===== config.mk =====
export PLATFORM = sky130hd
export DESIGN_NAME = pvr_tex_fetch
export DESIGN_NICKNAME = d
export VERILOG_FILES = /design/src/rtl/pvr_tex_pkg.sv /design/src/rtl/pvr_texel_extract.sv /design/src/rtl/pvr_tex_fetch.sv
export SDC_FILE = /design/constraint.sdc
export NUM_CORES = 1
export LEC_CHECK = 0
export BUFFER_PORTS_ARGS = -buffer_cell sky130_fd_sc_hd__buf_2
export CORE_MARGIN = 4
export CORE_UTILIZATION = 45
export DETAILED_ROUTE_END_ITERATION = 12
export GPL_TIMING_DRIVEN = 0
export PLACE_DENSITY = 0.74
export SYNTH_ARGS = -nofsm -noshare
export SYNTH_HDL_FRONTEND = slang
export SYNTH_SLANG_ARGS = --single-unit

===== constraint.sdc =====
create_clock -name clock -period 22 [get_ports clock]
set_input_delay 4.4 -clock clock [delete_from_list [all_inputs] [get_ports clock]]
set_output_delay 4.4 -clock clock [all_outputs]
set_load 0.01 [all_outputs]

===== src/rtl/pvr_tex_pkg.sv =====
// Shared encodings for the texel fetch path: texture formats, FSM states,
// and the per-request texel select fields carried through a transaction.
package pvr_tex_pkg;

  typedef enum logic [1:0] {
    FMT_4BPP  = 2'd0,
    FMT_8BPP  = 2'd1,
    FMT_16BPP = 2'd2,
    FMT_RSVD  = 2'd3
  } tex_fmt_e;

  typedef enum logic {
    ST_IDLE = 1'b0,
    ST_WAIT = 1'b1
  } fetch_state_e;

  typedef struct packed {
    tex_fmt_e   fmt;
    logic       nibble;
    logic [2:0] lo;
  } texel_sel_t;

  function automatic logic [15:0] sat_inc16(input logic [15:0] v);
    return (v == 16'hFFFF) ? v : v + 16'd1;
  endfunction

endpackage


===== src/rtl/pvr_texel_extract.sv =====
// Combinational texel extraction from one 64-bit VRAM word.
module pvr_texel_extract
  import pvr_tex_pkg::*;
(
  input  logic [63:0] word,
  input  texel_sel_t  sel,
  output logic [15:0] texel
);

  logic [7:0]  byte_v;
  logic [15:0] half_v;

  always_comb begin
    byte_v = word[{sel.lo, 3'b000} +: 8];
    half_v = word[{sel.lo[2:1], 4'b0000} +: 16];
    texel  = half_v;
    case (sel.fmt)
      FMT_4BPP: texel = {12'h000, sel.nibble ? byte_v[7:4] : byte_v[3:0]};
      FMT_8BPP: texel = {8'h00, byte_v};
      default:  texel = half_v;
    endcase
  end

endmodule


===== src/rtl/pvr_tex_fetch.sv =====
// Texel fetch front-end: one-word local buffer in front of the word cache,
// single outstanding miss, one texel per cycle on back-to-back buffer hits.
module pvr_tex_fetch
  import pvr_tex_pkg::*;
#(
  parameter int ADDR_W = 29
) (
  input  logic              clock,
  input  logic              reset,
  input  logic              tex_req,
  input  logic [ADDR_W+2:0] tex_byte_addr,
  input  logic [1:0]        tex_fmt,
  input  logic              tex_nibble,
  input  logic              tex_inval,
  output logic              tex_busy,
  output logic              texel_valid,
  output logic [15:0]       texel_data,
  output logic [ADDR_W-1:0] cache_addr,
  output logic              cache_rd,
  input  logic              cache_valid,
  input  logic [63:0]       cache_data,
  output logic [15:0]       hit_cnt,
  output logic [15:0]       miss_cnt
);

  fetch_state_e      state;
  logic [63:0]       buf_word;
  logic [ADDR_W-1:0] buf_addr;
  logic              buf_vld;
  logic              inval_pend;
  texel_sel_t        req_sel;
  texel_sel_t        live_sel;
  texel_sel_t        ext_sel;
  logic [63:0]       ext_word;
  logic [15:0]       ext_texel;
  logic [ADDR_W-1:0] req_word;
  logic              buf_hit;

  assign req_word = tex_byte_addr[ADDR_W+2:3];
  assign live_sel = '{fmt: tex_fmt_e'(tex_fmt), nibble: tex_nibble, lo: tex_byte_addr[2:0]};
  assign buf_hit  = buf_vld && (req_word == buf_addr) && !tex_inval;
  assign tex_busy = (state == ST_WAIT);

  // Hits extract from the buffer with live request fields; fills extract
  // straight from the returning cache word with the captured fields.
  assign ext_word = tex_busy ? cache_data : buf_word;
  assign ext_sel  = tex_busy ? req_sel : live_sel;

  pvr_texel_extract u_extract (
    .word  (ext_word),
    .sel   (ext_sel),
    .texel (ext_texel)
  );

  always_ff @(posedge clock) begin
    if (reset) begin
      state       <= ST_IDLE;
      buf_vld     <= 1'b0;
      inval_pend  <= 1'b0;
      cache_rd    <= 1'b0;
      texel_valid <= 1'b0;
      texel_data  <= '0;
      cache_addr  <= '0;
      hit_cnt     <= '0;
      miss_cnt    <= '0;
    end else begin
      cache_rd    <= 1'b0;
      texel_valid <= 1'b0;
      case (state)
        ST_IDLE: begin
          if (tex_inval) buf_vld <= 1'b0;
          if (tex_req) begin
            req_sel <= live_sel;
            if (buf_hit) begin
              texel_valid <= 1'b1;
              texel_data  <= ext_texel;
              hit_cnt     <= sat_inc16(hit_cnt);
            end else begin
              cache_rd   <= 1'b1;
              cache_addr <= req_word;
              miss_cnt   <= sat_inc16(miss_cnt);
              inval_pend <= 1'b0;
              state      <= ST_WAIT;
            end
          end
        end
        ST_WAIT: begin
          if (tex_inval) inval_pend <= 1'b1;
          if (cache_valid) begin
            buf_word    <= cache_data;
            buf_addr    <= cache_addr;
            // VRAM was written while the read was in flight: data may be stale
            buf_vld     <= !(inval_pend || tex_inval);
            texel_valid <= 1'b1;
            texel_data  <= ext_texel;
            state       <= ST_IDLE;
          end
        end
        default: state <= ST_IDLE;
      endcase
    end
  end

endmodule

### Word-level counts from Yosys, hierarchy flattened

Index checks and enable logic that the tools add are counted.

| storage, ports and cells | value |
|---|---|
| flip-flop bits (word level) | 181 |
| bits of input ports | 104 |
| output and inout port bits | 80 |
| word-level logic and storage cells | 71 |

| cells by class | value |
|---|---|
| $add $sub $neg | 2 |
| equality and inequality tests | 10 |
| shifts and indexed selects | 2 |
| muxes and demuxes | 23 |
| bitwise logic cells | 5 |
| reduce and logical (&&, ||, !) cells | 15 |

Operators with widths:

| operator | number |
|---|---|
| 2-to-1 mux 64 bit | 1 |
| case mux 16 bit (2 select lines) | 2 |
| variable part select 64 x 7 -> 16 bit | 1 |
| variable part select 64 x 7 -> 8 bit | 1 |
| 2-to-1 mux 16 bit | 3 |
| adder 16 x 1 -> 16 bit (second input constant) | 2 |
| equality test 16 bit (second input constant) | 2 |
| equality test 29 bit | 1 |
| AND reduction 3 bit | 5 |
| inequality test 2 bit (second input constant) | 6 |
| 2-to-1 mux 1 bit | 11 |
| case mux 1 bit (2 select lines) | 4 |
| AND reduction 4 bit | 2 |
| 2-to-1 mux 6 bit | 1 |
| inverter 1 bit | 5 |
| 2-to-1 mux 4 bit | 1 |
| equality test 2 x 1 -> 1 bit (second input constant) | 1 |
| logical AND 1 bit | 2 |
| zero test 1 bit | 2 |
| zero test 2 bit | 1 |
| AND reduction 2 bit | 1 |
| OR reduction 2 bit | 1 |
| logical OR 1 bit | 1 |

### Depth between registers and ports, before layout

| depth | value |
|---|---|
| depth in word-level cells | 7 |
| gate-level depth with buffers | 9 |
| depth with buffers taken out | 7 |

### By module

From an unflattened synthesis, not the netlist that was laid out.

| second synthesis, totals | value |
|---|---|
| cell total of the unflattened synthesis | 705 |
| area, all modules | 8639.5 um^2 |

By module, submodules not included:

| module | times used | cells an instance | area an instance (um^2) | sequential area each (um^2) |
|---|---|---|---|---|
| pvr_tex_fetch | 1 | 607 | 7694.9 | 4614.4 |
| pvr_texel_extract | 1 | 98 | 944.7 | 0.0 |

### Worst setup path after synthesis

OpenSTA, ideal clock, no wires.

| path | value |
|---|---|
| kind | input to register |
| start | input port reset |
| end | register buf_addr[0], enable pin |
| library setup time | 659 ps |
| arrival time | 11086 ps |
| setup slack | 10255 ps |
| stages on the path | 3 |
| cells stage by stage | clkbuf_1 -> clkbuf_1 -> nor3_1 |

| between the ends | value |
|---|---|
| longest elaborated chain between the ends | 2 |

RTL lines:

| what | line | text |
|---|---|---|
| start, declared | pvr_tex_fetch.sv:9 | `input logic reset,` |
| inverter 1 bit (no source line) | -- |  |
| AND reduction 3 bit (no source line) | -- |  |
| end signal, assigned | pvr_tex_fetch.sv:91 | `buf_addr <= cache_addr;` |
| end, declared | pvr_tex_fetch.sv:28 | `logic [ADDR_W-1:0] buf_addr;` |

Every way passes these cells.
A chain may end at the register's enable or synchronous reset.

### Worst setup path in the final report

| path | value |
|---|---|
| start | input port reset |
| end | register buf_word[2], enable pin |

| between the ends | value |
|---|---|
| longest elaborated chain between the ends | 2 |

RTL lines:

| what | line | text |
|---|---|---|
| inverter 1 bit (no source line) | -- |  |
| AND reduction 3 bit (no source line) | -- |  |
| end signal, assigned | pvr_tex_fetch.sv:90 | `buf_word <= cache_data;` |
| end, declared | pvr_tex_fetch.sv:27 | `logic [63:0] buf_word;` |

Every way passes these cells.

==> impl_metrics.yaml <==
critical_path:
  start_kind: "primary input"
  r2r-end: "buf_word[2]"
  reg2regPathDepth: 9
  worstPathRequired_ns: 22.14
  r2r-start: "tex_busy"
  end_kind: "flop"
  reg2reg_slack_ns: 18.82
  crit_start: "reset"
  arrival_ns: 6.52
  critical_path.endpoint: "buf_word[2]"
  crit_type: "in2reg"
  worst-path-max-fanout: 13
floorplan:
  io_pins: 184
  core.rowCount: 49
  start_util_pct: 45.7
  dieArea_um2: 20500
  die_y_um: 143
  die_w_um: 143
  core_region_area_um2: 18000
power_and_ir_drop:
  vdd_drop_max_mv: 0.0547
  p_leak_nw: 3.98
  power_density_nw_per_um2: 76.6
synth:
  syn_inst: 673
  ys_ff_latch: 181
  avgSynthCellArea_um2: 12.2
  yosysSeqAreaShare_pct: 56.3
  syn_nets: 779
  synthArstFlopShare_pct: 0
  synth_area_um2: 8200
  synth_cell_types: 51
  synth-edff-count: 99
  synth_warnings: 0
  ys_dominant_reg_cell: "edfxtp_1"
route:
  wire_per_inst_um: 18.8
  initialDrtViolationCount: 412
  ant_nets: 0
  drcViolationCount: 0
  dr.pass1.iters: 5
  drt_wl_total_mm: 21.2
  vias: 6242
  avgViaCountPerCell: 5.53
sta:
  fmax_mhz: 157
  finClkSkew_ns: 0.00928
  worst_pin_slew_ns: 0.777
  slew-limit-headroom_pct: 47.9
  fin_crit_sh_pct: 29.0
  drv_slew: 0
  layout_setup_ws_ns: 15.62
  finalSetupViolCount: 0
  final_hold_viol_count: 0
  rsz0062_at_grt: "no"
  period_needed_ns: 6.38
  tns_ns: 0
global_route:
  grt_overflow: 0
  grt_pass1_vias: 6114
  grt.total_usage_pct: 20.6
  grt_max_degree: 18
  grt_pass1_wl_mm: 32.5
  antenna_found_initial: 1
cts:
  cts_setup_buffers: 0
  cts-resized-gates: 0
  clockBufferDepth: 2
  clkLatencyLatePin_ns: 0.43
  holdBufCountCts: 0
  clock-sinks: 181
  htreeDepth: 4
  cts_tree: "yes"
  cts-root-buf: "clkbuf_16"
  numCtsBuffers: 17
  clk_pin_slew_worst_paths_ns: 0.07
cells_and_area:
  fill_cells: 1555
  register_area_um2: 4610
  final_nets: 990
  multiInputGateArea_um2: 3410
  drive_gt1_share_pct: 31.8
  synthToLayoutAreaGrowth_pct: 24.1
placement:
  io_buffers: 183
  dp_slack_ns: 15.14
  dp_hpwl_mm: 15.9
  place.gp.congestion: 0.863
worst_hold_path:
  min_path_type: "reg2reg"
run:
  drv_cap: 0
outcome:
  outcome: "completed"
## cell usage after synthesis, types with 3 or more instances
library cell	n	share of area, %
edfxtp_1	99	36
dfxtp_1	82	20
mux2i_1	60	7.3
nor2_1	57	2.6
nand2_1	37	1.7
a21oi_1	34	2.1
xnor2_1	28	3.0
nor3_1	26	1.6
mux4_2	25	6.9
clkbuf_1	18	0.82
nand4_1	16	1.2
nor2b_1	16	1.2
buf_2	14	0.85
nand3_1	14	0.85
o31ai_1	14	1.3
or4_1	14	1.3
o21ai_0	13	0.79
nor4_1	11	0.84
mux2_2	10	1.4
nand2b_1	10	0.76
or3_1	8	0.61
and3_1	6	0.46
inv_1	6	0.27
a211o_1	4	0.43
a211oi_1	4	0.37
o22ai_1	4	0.31
buf_1	3	0.14
nor3b_1	3	0.27
nor4_4	3	0.78
## cells in the final DEF, fill, tap and decap left out, types with 18 or more instances in the layout
master,count
nand2_1,37
nor2_1,57
dfxtp_1,82
mux2i_1,60
xnor2_1,28
mux4_2,25
clkbuf_16,20
edfxtp_1,99
clkbuf_1,18
buf_2,197
nor3_1,25
a21oi_1,34
## sequential cells by signal, indices dropped and copies added, names as in the netlist, 6 cells and up
register,count
texel_data,16
hit_cnt,16
buf_word,64
req_sel,6
buf_addr,29
cache_addr,29
miss_cnt,16
## report_power, final
part | internal, W | total [W] | switching, W
Sequential | 0.000366 | 0.000372 | 0.00000524
Clock | 0.000192 | 0.000329 | 0.000137
Combinational | 0.0000343 | 0.0000787 | 0.0000445
## per-stage QoR
stage	util, %	power (W)	hold slack (ns)	area, µm²	instances
2_1_floorplan	-	0.000425	0.476	8200	673
3_3_place_gp	52.4	0.000456	0.432	9400	1085
3_5_place_dp	53.0	0.000458	0.438	9520	1094
4_1_cts	56.6	0.000785	0.453	10200	1126
5_1_grt	56.6	0.000807	0.461	10200	1127
6_report	56.6	0.000779	0.450	10200	1128
## cells by family (layout without fill, tap and decap cells)
logic type	count (synthesis)	count (layout)	share of synthesized area (%)
simple gates	236	236	15.7
other cells	0	2	0
buf+inv	42	266	2.18
flops	181	181	56.3
compound gates	87	87	6.64
fa+ha+maj	2	2	0.305
xor+xnor	29	29	3.10
mux	96	96	15.8
## metal layers
metal / part of all wire (%) / global-route usage [%]
met4: 2.3 / 8.00
met3: 6.6 / 4.86
met1: 43 / 27.3
met2: 48 / 33.2
met5: 0 / 0
## critical path: stages
cell and delay (ns):
buf_2 0.14, clkbuf_1 0.24, clkbuf_1 0.30, nor3_2 0.65, buf_6 0.24, buf_6 0.18, buf_6 0.19, buf_6 0.17
## worst min-delay path by stage
stage / from / end / slack [ns] / cells after the start
final: texel_data[14] / texel_data[14] / 0.45 / 2
after global routing: cache_addr[6] / buf_addr[6] / 0.46 / 0
after CTS: texel_data[14] / texel_data[14] / 0.45 / 2
after detailed placement: cache_addr[6] / buf_addr[6] / 0.44 / 0
after global placement: cache_addr[1] / buf_addr[1] / 0.43 / 0
after floorplan: texel_data[10] / texel_data[10] / 0.48 / 2
## final cells by class
cell class                      instances  area share [%]
Tap cell                              229            2.82
Antenna cell                            2          0.0492
Multi-Input combinational cell        450            33.5
Inverter                                6           0.221
Clock inverter                         12            1.49
Clock buffer                           20            4.92
Sequential cell                       181            45.4
Buffer                                 36            1.54
Timing Repair Buffer                  192            10.1
Power figures use the tool's default switching activity.
